## src/rtl/counter_32_ctrl_if.sv

```systemverilog
// ---------------------------------------------------------------------------
// counter_32_ctrl_if
//   Signal bundle between the period-timer sequencer and its surroundings
//   (register/control layer plus the counter_32_rev port group).
//
//   Control layer -> sequencer : start, stop, dir, period[31:0], reps[7:0]
//   Counter       -> sequencer : RC (ripple-carry), cnt[31:0] (debug only)
//   Sequencer     -> counter   : s (direction), Load, PData[31:0]
//   Sequencer     -> status    : busy, tick, done, err, rep_cnt[7:0]
//
//   master : the sequencer side (counter_32_ctrl)
//   slave  : the environment side (control layer + counter)
// ---------------------------------------------------------------------------
interface counter_32_ctrl_if;
    logic        start;
    logic        stop;
    logic        dir;
    logic [31:0] period;
    logic [7:0]  reps;
    logic        RC;
    logic [31:0] cnt;

    logic        s;
    logic        Load;
    logic [31:0] PData;
    logic        busy;
    logic        tick;
    logic        done;
    logic        err;
    logic [7:0]  rep_cnt;

    modport master (
        input  start, stop, dir, period, reps, RC, cnt,
        output s, Load, PData, busy, tick, done, err, rep_cnt
    );

    modport slave (
        output start, stop, dir, period, reps, RC, cnt,
        input  s, Load, PData, busy, tick, done, err, rep_cnt
    );
endinterface

```

## src/rtl/counter_32_ctrl.sv

```systemverilog
// ---------------------------------------------------------------------------
// counter_32_ctrl
//   Programmable period timer sequencer driving a counter_32_rev instance.
//   On start it latches direction and repeat count, computes the preload so
//   the counter reaches its terminal count (RC) after exactly P cycles, loads
//   it, then reloads on every RC with zero gap, emitting one tick per period
//   until the requested number of periods has elapsed (or forever if reps=0).
//
//   Ports:
//     clk   : rising-edge clock, shared with the counter
//     rst_n : asynchronous active-low reset
//     bus   : counter_32_ctrl_if.master (see interface header for members)
// ---------------------------------------------------------------------------
module counter_32_ctrl (
    input  logic                      clk,
    input  logic                      rst_n,
    counter_32_ctrl_if.master         bus
);

    typedef enum logic [1:0] {
        IDLE = 2'd0,
        LOAD = 2'd1,
        RUN  = 2'd2,
        DONE = 2'd3
    } state_t;

    state_t      state_q, state_d;
    logic        s_q, s_d;
    logic [31:0] pdata_q, pdata_d;
    logic [7:0]  reps_q, reps_d;
    logic [7:0]  rep_cnt_q, rep_cnt_d;
    logic        tick_q, tick_d;
    logic        done_q, done_d;
    logic        err_q, err_d;
    logic        load;

    logic        start_ok;
    logic        last_rep;
    logic [31:0] p_minus_1;

    assign start_ok  = bus.start && (bus.period != 32'd0);
    // reps_q = 0 means free-run, so it can never be the final rep.
    assign last_rep  = (reps_q != 8'd0) && ((rep_cnt_q + 8'd1) == reps_q);
    assign p_minus_1 = bus.period - 32'd1;

    // State register
    always_ff @(posedge clk or negedge rst_n) begin
        if (!rst_n) begin
            state_q <= IDLE;
        end else begin
            state_q <= state_d;
        end
    end

    // Next-state logic
    always_comb begin
        state_d = state_q;
        case (state_q)
            IDLE: if (start_ok) state_d = LOAD;
            LOAD: state_d = bus.stop ? IDLE : RUN;
            RUN: begin
                if (bus.stop)                state_d = IDLE;
                else if (bus.RC && last_rep) state_d = DONE;
            end
            DONE:    state_d = IDLE;
            default: state_d = IDLE;
        endcase
    end

    // Output / datapath next-state logic
    always_comb begin
        s_d       = s_q;
        pdata_d   = pdata_q;
        reps_d    = reps_q;
        rep_cnt_d = rep_cnt_q;
        tick_d    = 1'b0;
        done_d    = 1'b0;
        err_d     = 1'b0;
        load      = 1'b0;
        case (state_q)
            IDLE: begin
                if (start_ok) begin
                    s_d       = bus.dir;
                    reps_d    = bus.reps;
                    // Up-count terminates at FFFFFFFF, down-count at 0; both
                    // preloads put RC exactly P-1 counts away from the load.
                    pdata_d   = bus.dir ? ~p_minus_1 : p_minus_1;
                    rep_cnt_d = 8'd0;
                end else if (bus.start) begin
                    err_d = 1'b1;
                end
            end
            LOAD: load = 1'b1;
            RUN: begin
                // stop overrides RC: no tick and no reload on a coincident edge.
                if (!bus.stop && bus.RC) begin
                    tick_d    = 1'b1;
                    rep_cnt_d = rep_cnt_q + 8'd1;
                    if (last_rep) done_d = 1'b1;
                    else          load   = 1'b1;
                end
            end
            default: ;
        endcase
    end

    always_ff @(posedge clk or negedge rst_n) begin
        if (!rst_n) begin
            s_q       <= 1'b0;
            pdata_q   <= 32'd0;
            reps_q    <= 8'd0;
            rep_cnt_q <= 8'd0;
            tick_q    <= 1'b0;
            done_q    <= 1'b0;
            err_q     <= 1'b0;
        end else begin
            s_q       <= s_d;
            pdata_q   <= pdata_d;
            reps_q    <= reps_d;
            rep_cnt_q <= rep_cnt_d;
            tick_q    <= tick_d;
            done_q    <= done_d;
            err_q     <= err_d;
        end
    end

    assign bus.s       = s_q;
    assign bus.PData   = pdata_q;
    assign bus.Load    = load;
    assign bus.busy    = (state_q == LOAD) || (state_q == RUN);
    assign bus.tick    = tick_q;
    assign bus.done    = done_q;
    assign bus.err     = err_q;
    assign bus.rep_cnt = rep_cnt_q;

endmodule

```

## src/flat_wrapper.sv

```systemverilog
// flat-port wrapper written by rule: the top's interface ports become plain ports
module counter_32_ctrl_flat 
  (clk, rst_n, bus_start, bus_stop, bus_dir, bus_period, bus_reps, bus_RC, bus_cnt, bus_s, bus_Load, bus_PData, bus_busy, bus_tick, bus_done, bus_err, bus_rep_cnt);
  counter_32_ctrl_if bus_i ();
  input  logic clk;
  input  logic rst_n;
  input wire logic [$bits(bus_i.start)-1:0] bus_start;
  input wire logic [$bits(bus_i.stop)-1:0] bus_stop;
  input wire logic [$bits(bus_i.dir)-1:0] bus_dir;
  input wire logic [$bits(bus_i.period)-1:0] bus_period;
  input wire logic [$bits(bus_i.reps)-1:0] bus_reps;
  input wire logic [$bits(bus_i.RC)-1:0] bus_RC;
  input wire logic [$bits(bus_i.cnt)-1:0] bus_cnt;
  output wire logic [$bits(bus_i.s)-1:0] bus_s;
  output wire logic [$bits(bus_i.Load)-1:0] bus_Load;
  output wire logic [$bits(bus_i.PData)-1:0] bus_PData;
  output wire logic [$bits(bus_i.busy)-1:0] bus_busy;
  output wire logic [$bits(bus_i.tick)-1:0] bus_tick;
  output wire logic [$bits(bus_i.done)-1:0] bus_done;
  output wire logic [$bits(bus_i.err)-1:0] bus_err;
  output wire logic [$bits(bus_i.rep_cnt)-1:0] bus_rep_cnt;
  assign bus_i.start = bus_start;
  assign bus_i.stop = bus_stop;
  assign bus_i.dir = bus_dir;
  assign bus_i.period = bus_period;
  assign bus_i.reps = bus_reps;
  assign bus_i.RC = bus_RC;
  assign bus_i.cnt = bus_cnt;
  assign bus_s = bus_i.s;
  assign bus_Load = bus_i.Load;
  assign bus_PData = bus_i.PData;
  assign bus_busy = bus_i.busy;
  assign bus_tick = bus_i.tick;
  assign bus_done = bus_i.done;
  assign bus_err = bus_i.err;
  assign bus_rep_cnt = bus_i.rep_cnt;
  counter_32_ctrl u_core (.clk(clk), .rst_n(rst_n), .bus(bus_i));
endmodule
```

## config.mk

```make
export PLATFORM = sky130hd
export DESIGN_NAME = counter_32_ctrl_flat
export DESIGN_NICKNAME = d
export VERILOG_FILES = /design/src/rtl/counter_32_ctrl_if.sv /design/src/rtl/counter_32_ctrl.sv /design/src/flat_wrapper.sv
export SDC_FILE = /design/constraint.sdc
export NUM_CORES = 1
export LEC_CHECK = 0
export ABC_AREA = 1
export CAP_MARGIN = 10
export CORE_UTILIZATION = 46
export CTS_CLUSTER_SIZE = 10
export DETAILED_ROUTE_END_ITERATION = 16
export PLACE_DENSITY = 0.85
export SLEW_MARGIN = 10
export SYNTH_ARGS = -nofsm -noshare
export SYNTH_HDL_FRONTEND = slang
export SYNTH_SLANG_ARGS = --single-unit
```

## constraint.sdc

```tcl
create_clock -name clk -period 2.2 [get_ports clk]
set_clock_uncertainty 0.15 [all_clocks]
set_input_delay 0.44 -clock clk [delete_from_list [all_inputs] [get_ports clk]]
set_output_delay 0.44 -clock clk [all_outputs]
set_load 0.03 [all_outputs]
```

==> results.ini, run 1 <==
[timing]
tns_ps = -391
fin_ws_ps = -391
hold_viol_final = 0
holdWs_ps = 348
final-setup-viol-count = 1
period_needed_ps = 2590
rsz0062_at_grt = true
max_freq_ghz = 0.386
worst_pin_slew_ps = 477
slew_headroom = 0.682
min_period_over_period = 1.18
finalMaxSlewViolations = 0

[critical_path]
start_kind = register
critPathCaptureType = primary output
slowest_delay_ps = 460
worstPathRequired_ps = 1610
path_cells = buf_4, buf_4, nand3_1, nand2_1, nand3b_1, nand4_1, nor2_2, nand3_1, a21oi_2, nor2_2, buf_6
cp_slowest_cell = dfrtp_2
path_class = register to primary output
path_max_fanout = 4
timing.critical_path.max_delay_family = simple AND/OR/NAND/NOR gates
cp.buffers_inverters = 3
r2r-start = u_core.state_q[1]
crit_start = u_core.bus.rep_cnt[1]
crit_arrival_ps = 2000

[clocking]
clock_sinks = 54
cts_buffer_depth = 2
htreeDepth = 2
cts_buffers = 5
cts_root_buf = clkbuf_8
clk_latency_ps = 320
cts_tree = built
path_clk_slew_ps = 110

[synth]
yosysWarnings = 0
synthTopCellsByArea = dfrtp_1 38%, nand2_1 12%, xor2_1 9.4%, nor2_1 5.1%, xnor2_1 4.9%
ys.flop_type = dfrtp_1
synthCells = 458
seq_area_frac_synth = 0.382
syn_nets = 542
synth_seq_cells = 54
synthArstFlopShare = 1.00
yosysMostFrequentCell = nand2_1
synth_area_um2 = 3540
synthTopCellsByCount = 116 x nand2_1, 54 x dfrtp_1, 48 x nor2_1
synth_edf_count = 0
ys_types = 36
synth_top_area_cell = dfrtp_1
avgSynthCellArea_um2 = 7.73
yosysTopAreaCellShare = 0.382

[place]
port_buffers = 91
dp_hpwl_mm = 7.91
place_congestion = 0.922
pre_cts_ws_ps = -531
placed_cells = 728
placed_cell_area_um2 = 5240

[cells_and_area]
fin_nets = 731
fin_area_um2 = 5660
n_antenna_cell = 0
fin_cells = 747
multi_input_comb_area_um2 = 2070
regArea_um2 = 1360
drive_above_1_share = 0.269
syn_to_final_growth_pct = 59.8
final_util = 0.772
n_fill_cell = 416

[floorplan]
floorplan.io_pins = 124
chipHeight_um = 89.7
core_area_um2 = 7330
die_area_um2 = 8050
die_w_um = 89.7
rows = 31
initial_utilization = 0.483

[global_routing]
gr-total-overflow = 0
grt_max_degree = 37
grt_pass1_wl_mm = 17.3
antenna_found_initial = 0
gr-usage-all-layers = 0.266
grt_pass1_vias = 3853

[power]
power_mw = 5.61
p_leak_nw = 2.68
ir_drop_v = 0.000915
combPwrFrac = 0.579
cellPowerDensity_nw_per_um2 = 993
pwr-share-clk = 0.124
sequentialPowerShare = 0.296
power_switching_mw = 2.48
intPower_mw = 3.13
switching_share = 0.442

[worst_hold_path]
min_from = u_core.bus.PData[26]
hp-class = register to register

[job]
cap_viol_max_count = 0

[route]
wl_per_cell_um = 15.5
drtPass1Iterations = 5
vias_per_cell = 5.29
drt_wl_total_mm = 11.6
drt_iter0_drc = 227
drc_errors = 0
dr_total_vias = 3953
detail-route-antenna-nets = 0

[status]
violations = setup timing
status = finished, violations left

==> routing by layer <==
layer	track usage	up-vias	part of all wire
met5	0	-	0
met4	0.0915	0	0.034
met3	0.0677	45	0.083
met2	0.495	207	0.51
met1	0.292	1876	0.37
li1	-	1825	-
==> worst min-delay path, delay by kind of cell (launching register included) <==
kind / cells / cell delay, ps
simple gates: 1 / 60
flops: 1 / 360
compound gates: 1 / 50
==> power by group through the flow <==
stage               registers, mW  clock network (mW)  logic, mW
floorplan                    2.22                   0       1.18
global placement             1.64                   0       2.89
detailed placement           1.66                   0       2.98
CTS                          1.65               0.704       3.04
global route                 1.70               0.742       3.48
finish                       1.66               0.698       3.25
==> sequential cells by signal (all words and copies together), names as in the netlist <==
name                cells
u_core.state_q          2
u_core.bus.done         1
u_core.bus.s            1
u_core.bus.PData       32
u_core.bus.rep_cnt      8
u_core.bus.err          1
u_core.bus.tick         1
u_core.reps_q           8
==> timing repair <==
| action | CTS | global route |
|---|---|---|
| gates resized for setup | 18 | 36 |
| buffers inserted | 0 | 6 |
| hold buffers | 1 | 0 |
| setup endpoints to repair | 8 | 51 |
| endpoints found under the hold margin | 19 | 0 |
| pin swaps | 6 | 20 |
| cloned | 0 | 4 |
==> cell families after synthesis <==
logic type,Yosys count,synth area share
and+or+nand+nor,236,0.308
xor gates and xnor gates,58,0.143
buffers and inverters,58,0.0763
DFF,54,0.382
AOI/OAI and AO/OA,46,0.0693
adders and majority gates,6,0.0212
==> worst paths after layout <==
| check | endpoint | slack [ps] | depth (start not counted) |
|---|---|---|---|
| setup / recovery | bus_Load | -390 | 11 |
| hold / removal | u_core.bus.PData[26] | 350 | 2 |
| setup reg to reg | u_core.bus.rep_cnt[2] | 180 | 7 |
| hold reg to reg | u_core.bus.PData[26] | 350 | 2 |
| max in group asynchronous | u_core.bus.PData[29] | 900 | 3 |
| min in group asynchronous | u_core.bus.rep_cnt[1] | 450 | 2 |
==> area by class of cell <==
class / instances / share of cell area
clock buffers: 5 / 0.0122
clock inverters: 3 / 0.00841
inverters: 44 / 0.0301
multi-input cells: 346 / 0.366
flip-flops and latches: 54 / 0.240
well taps: 99 / 0.0219
repair buffers: 196 / 0.322
==> cell usage in the layout (no fill, tap or decap), types with 4 or more instances in the layout <==
cell type and n:
buf_12 4, nand2_2 4, dlymetal6s2s_1 7, nand3_1 26, nor2_1 37, nand3b_1 6
buf_4 95, o21ai_1 7, clkbuf_8 5, o21ai_0 31, clkdlybuf4s50_1 80, nor2_2 15
nand4_1 6, inv_2 4, ha_1 4, dfrtp_1 51, nor2_4 8, xor2_1 36
xnor2_1 19, nand2_1 114, inv_1 39
No activity file was read; power rests on OpenSTA's default activity.
==> inputs of run 2 (changes only) <==
- CORE_UTILIZATION: 46 -> 30
- PLACE_DENSITY: 0.85 -> 0.61
==> run 2 against run 1 <==
Wire length shrank 9.2%; non-clock buffer count increased by 3; the flow still finishes with violations (setup timing); sequential share of layout area fell by 0.77 points; highest routed layer unchanged; critical path depth is 1 lower; hold slack worse by 19 ps; sequential power about the same; worst setup slack worse by 26 ps; fmax decreased by 1.0%; final cell count increased by 6.3%.
==> results.ini, run 2 (synthesized netlist as in run 1, its figures left out) <==
[cells_and_area]
layout_commonest_cell = nand2_1
syn_to_final_growth_pct = 64.9
final_cell_mix = 110 x nand2_1, 92 x buf_4, 81 x clkdlybuf4s50_1, 52 x dfrtp_1, 39 x nor2_1
n_antenna_cell = 0  ; unchanged
largest_register_ffs = 32  ; unchanged
fin_nets = 734  ; +0.41%
drive_above_1_share = 0.275  ; +0.00644

[floorplan]
rows = 39  ; +26%
die_w_um = 111  ; +23%
chipHeight_um = 111  ; +23%
initial_utilization = 0.309  ; -0.174
die_area_um2 = 12200  ; +52%
floorplan.io_pins = 124  ; unchanged
core_area_um2 = 11500  ; +56%

[route]
drtPass1Iterations = 4  ; -1
drc_errors = 0  ; unchanged
drt_iter0_drc = 89  ; -61%
drt_wl_total_mm = 10.5  ; -9.2%
dr_total_vias = 3617  ; -8.5%
detail-route-antenna-nets = 0  ; unchanged
vias_per_cell = 4.56  ; -14%
wl_per_cell_um = 13.3  ; -15%

[global_routing]
gr-usage-all-layers = 0.159  ; -0.107
gr-total-overflow = 0  ; unchanged
grt_pass1_wl_mm = 15.8  ; -8.9%
grt_max_degree = 55  ; +49%
grt_pass1_vias = 3517  ; -8.7%
antenna_found_initial = 0  ; unchanged

[critical_path]
r2r_setup_slack_ps = 120  ; -60 ps
start_kind = register
path_cells = ha_4, xnor2_2, nand2_1, nor2_1, nand4_1, nor2_2, nand3_1, a21oi_2, nor2_2, buf_6
path_class = register to primary output
cp_slowest_cell = dfrtp_2
cp_common_cell = nor2_2
crit_arrival_ps = 2030  ; +30 ps
worstPathRequired_ps = 1610  ; about the same
critPathCaptureType = primary output
path_max_fanout = 4  ; unchanged
slowest_delay_ps = 450  ; about the same

[place]
place_congestion = 0.829  ; -10%
dp_hpwl_mm = 7.51  ; -5.2%
port_buffers = 91  ; unchanged

[power]
intPower_mw = 3.43  ; +9.4%
ir_drop_v = 0.000736  ; -20%
p_leak_nw = 2.73  ; +2.1%
power_mw = 5.91  ; +5.2%
combPwrFrac = 0.567  ; -0.012
switching_share = 0.420  ; -0.0224
cellPowerDensity_nw_per_um2 = 1010  ; +1.9%
sequentialPowerShare = 0.279  ; -0.017
pwr-share-clk = 0.154  ; +0.030
power_switching_mw = 2.48  ; -0.13%

[clocking]
htreeDepth = 2  ; unchanged
clk_latency_ps = 290  ; -30 ps
cts_buffers = 5  ; unchanged
cts_buffer_depth = 2  ; unchanged
cts_root_buf = clkbuf_16
path_clk_slew_ps = 70  ; -40 ps
clock_sinks = 54  ; unchanged
cts_tree = built

[timing]
final-setup-viol-count = 1  ; unchanged
fin_ws_ps = -417  ; -26.1 ps
worst_pin_slew_ps = 452  ; -25.3 ps
finalMaxSlewViolations = 0  ; unchanged
tns_ps = -417  ; -26.1 ps
max_freq_ghz = 0.382  ; -1.0%
rsz0062_at_grt = true
min_period_over_period = 1.19  ; +0.0119
period_needed_ps = 2620  ; +26.1 ps
holdWs_ps = 329  ; -19.1 ps
hold_viol_final = 0  ; unchanged
slew_headroom = 0.696  ; +0.0145

[status]
status = finished, violations left
violations = setup timing

[worst_hold_path]
hp-class = register to register

[job]
cap_viol_max_count = 0  ; unchanged

## run 2: cell count changes in the layout (fill, tap and decap cells not counted), sizes merged
cell	previous run	this run
buf	104	105
clkbuf	8	10
clkdlybuf4s50	80	81
dlymetal6s2s	7	6
## run 2: power by group through the flow
stage | Combinational, mW | Clock, mW | Sequential, mW
6_report | 3.35 | 0.911 | 1.65
5_1_grt | 3.65 | 0.959 | 1.71
4_1_cts | 3.01 | 0.933 | 1.65
3_5_place_dp | 2.92 | 0 | 1.66
3_3_place_gp | 2.87 | 0 | 1.65
2_1_floorplan | 1.18 | 0 | 2.22
## run 2: layer usage
metal  routed length (um)  vias to the layer above  global-route usage
li1                     -                     1834                   -
met1                 4590                     1691               0.189
met2                 5070                       81               0.270
met3                  759                       11              0.0538
met4                  127                        0              0.0462
met5                    0                        -                   0
## run 2: critical path, delay by kind of cell, from the launching register on
kind	cells	cell delay, ps
AO/OA/AOI/OAI	1	150
XOR/XNOR	1	150
flip-flops	1	450
buffers and inverters	1	130
adder cells (fa/ha/maj)	1	270
AND/OR/NAND/NOR	6	580
## run 2: worst paths after layout
kind,start,endpoint,cells after the start
hold / removal,u_core.bus.PData[29],u_core.bus.PData[29],2
setup reg to reg,u_core.bus.rep_cnt[0],u_core.state_q[1],12
max in group asynchronous,rst_n,u_core.bus.rep_cnt[1],3
hold reg to reg,u_core.bus.PData[29],u_core.bus.PData[29],2
min in group asynchronous,rst_n,u_core.bus.PData[17],3
setup / recovery,u_core.bus.rep_cnt[0],bus_Load,10
## run 2: layout make-up
type | count | area [um2]
fillers | 1093 | 5630
multi-input cells | 346 | 2080
repair buffers | 199 | 1880
flip-flops and latches | 54 | 1350
well taps | 143 | 179
inverters | 44 | 173
clock buffers | 5 | 125
clock inverters | 3 | 40.0
## run 2: stage by stage
stage	worst slack, ps	instances	utilization	instance area (um2)
floorplan	8.32	458	-	3560
global placement	-391	763	0.455	5220
detailed placement	-495	763	0.455	5220
CTS	-407	774	0.476	5450
global route	-568	794	0.509	5840
finish	-417	794	0.509	5840
## run 2: what timing repair did
action / 4_1_cts / 5_1_grt
gates resized for setup: 11 / 44
gates cloned: 0 / 8
setup endpoints to repair: 13 / 52
setup buffers: 2 / 12
hold buffers: 1 / 0
endpoints found under the hold margin: 16 / 0
pin swaps: 1 / 15
==> inputs of run 3 (changes only) <==
- GPL_TIMING_DRIVEN: unset -> 0
==> run 3 against run 2 <==
The run still ends with setup timing left; fmax fell by 0.67%; sequential power hardly changed; non-clock buffer count fell by 80; critical path type unchanged; register-to-register slack better by 60 ps; largest power group unchanged.
==> results.ini, run 3 (synthesized netlist as in run 1, its figures left out) <==
[place]
dp_hpwl_mm = 7.42  ; -1.1%
port_buffers = 90  ; -1.1%
place_congestion = 0.825  ; -0.47%
pre_cts_ws_ps = -701  ; -206 ps

[critical_path]
cp_slowest_cell = dfrtp_2
slowest_delay_ps = 440  ; about the same
reg2reg_to = u_core.state_q[0]
path_max_fanout = 4  ; unchanged
r2r_setup_slack_ps = 180  ; +60 ps
critPathCaptureType = primary output
cp.buffers_inverters = 1  ; unchanged
worstRegToRegCells = 11  ; -1
cp_common_cell = nor2_2
start_kind = register
path_cells = ha_4, xnor2_2, nand2_1, nor2_1, nand4_1, nor2_2, nand3_2, a21oi_2, nor2_2, buf_6
worstPathRequired_ps = 1610  ; about the same
path_class = register to primary output
timing.critical_path.max_delay_family = simple AND/OR/NAND/NOR gates
r2r-start = u_core.bus.rep_cnt[0]
crit_arrival_ps = 2040  ; about the same

[job]
cap_viol_max_count = 0  ; unchanged

[floorplan]
die_area_um2 = 12200  ; unchanged
core_area_um2 = 11500  ; unchanged
chipHeight_um = 111  ; unchanged
floorplan.io_pins = 124  ; unchanged
initial_utilization = 0.309  ; unchanged
die_w_um = 111  ; unchanged
rows = 39  ; unchanged

[power]
power_mw = 5.42  ; -8.3%
p_leak_nw = 2.32  ; -15%
ir_drop_v = 0.000501  ; -32%
cellPowerDensity_nw_per_um2 = 1070  ; +5.4%

[global_routing]
use_met2 = 0.286  ; +0.0157
antenna_found_initial = 5  ; +5
grt_busiest_layer = met2
grt_max_degree = 30  ; -45%
gr-total-overflow = 0  ; unchanged
use_met3 = 0.0538  ; unchanged
grt_pass1_wl_mm = 16.7  ; +5.9%
grt_util_met1 = 0.202  ; +0.0127
grt_pass1_vias = 3535  ; +0.51%
gr-usage-all-layers = 0.166  ; +0.00755

[route]
detail-route-antenna-nets = 0  ; unchanged
drt_wl_total_mm = 9.86  ; -6.5%
drt_iter0_drc = 146  ; +64%
vias_per_cell = 4.62  ; +1.4%
drc_errors = 0  ; unchanged
wl_per_cell_um = 13.7  ; +3.2%
dr_total_vias = 3326  ; -8.0%
drtPass1Iterations = 4  ; unchanged

[clocking]
clock_sinks = 54  ; unchanged
clk_latency_ps = 290  ; about the same
cts_buffers = 5  ; unchanged
htreeDepth = 2  ; unchanged
cts_tree = built
cts.hold.buffers_added = 0  ; -1
cts_root_buf = clkbuf_16
path_clk_slew_ps = 70  ; about the same
cts_buffer_depth = 2  ; unchanged

[timing]
min_period_over_period = 1.20  ; +0.00807
hold_viol_final = 0  ; unchanged
slew_headroom = 0.566  ; -0.131
finalMaxSlewViolations = 0  ; unchanged
fin_ws_ps = -435  ; -17.8 ps
rsz0062_at_grt = true
final-setup-viol-count = 1  ; unchanged
period_needed_ps = 2630  ; +17.8 ps
holdWs_ps = 20.9  ; -308 ps
max_freq_ghz = 0.380  ; -0.67%
tns_ps = -435  ; -17.8 ps
worst_pin_slew_ps = 651  ; +200 ps

[cells_and_area]
drive_above_1_share = 0.164  ; -0.111
final_cell_mix = 114 x nand2_1, 62 x clkdlybuf4s50_1, 52 x dfrtp_1, 39 x inv_1
largest_register_ffs = 32  ; unchanged
fin_nets = 655  ; -11%
syn_to_final_growth_pct = 43.5
final_util = 0.443  ; -0.0661
layout_commonest_cell = nand2_1

[worst_hold_path]
hp-class = input pin to async pin

[status]
status = finished, violations left
violations = setup timing

-- run 3: cell count changes in the layout (fill, tap and decap cells not counted), sizes merged --
| cell | before | now |
|---|---|---|
| buf | 105 | 29 |
| clkdlybuf4s50 | 81 | 62 |
| dlygate4sd2 | 1 | 16 |
| diode | 0 | 5 |
| dlymetal6s2s | 6 | 10 |
| clkinv | 2 | 0 |
| bufinv | 1 | 0 |
| clkinvlp | 0 | 1 |
| dlygate4sd3 | 1 | 0 |
-- run 3: worst register-to-register path, cell delays in order (launching register included) --
cell     delay (ps)
dfrtp_2         440
ha_4            290
xnor2_2         100
nand2_1          70
nor2_1          110
nand4_1         120
nor2_2          190
nand4_1         120
nand2_1         120
nand2_1          70
nand2_1          60
nand2_1          50
-- run 3: layer usage --
metal  vias up  wire length, um  share of wire
li1       1676                -              -
met1      1540             4340           0.44
met2        99             4680           0.47
met3        11              737          0.075
met4         0              102          0.010
met5         -                0              0
-- run 3: power breakdown --
part | total, mW | switching (mW) | internal (mW)
logic | 2.99 | 1.76 | 1.22
clock network | 0.781 | 0.356 | 0.425
registers | 1.65 | 0.260 | 1.39
-- run 3: worst max-delay path by stage --
stage | endpoint | start | cells past startpoint | slack (ps)
2_1_floorplan | bus_Load | u_core.bus.rep_cnt[0] | 12 | 8
3_3_place_gp | u_core.bus.rep_cnt[1] | rst_n | 1 | -1390
3_5_place_dp | bus_Load | u_core.bus.rep_cnt[0] | 13 | -700
4_1_cts | bus_Load | u_core.bus.rep_cnt[0] | 13 | -460
5_1_grt | bus_Load | u_core.bus.rep_cnt[0] | 10 | -580
6_report | bus_Load | u_core.bus.rep_cnt[0] | 10 | -430
-- run 3: what timing repair did --
item / CTS / global route
resized for setup: 39 / 36
pin swaps: 10 / 20
setup endpoints to repair: 47 / 50
endpoints found under the hold margin: 0 / 0
buffers inserted: 8 / 5
gates cloned: 2 / 0
-- run 3: cell type report --
type,count,area [um2]
flip-flops and latches,54,1350
repair inverters,1,7.51
plain buffers,14,118
clock buffers,8,136
multi-input cells,346,2080
repair buffers,105,1020
fillers,1167,6390
diodes,5,12.5
inverters,44,168
well taps,143,179
-- run 3: stage by stage --
step           std cells  area [um2]
2_1_floorplan        458        3560
3_3_place_gp         691        4640
3_5_place_dp         692        4650
4_1_cts              710        4910
5_1_grt              719        5080
6_report             720        5080
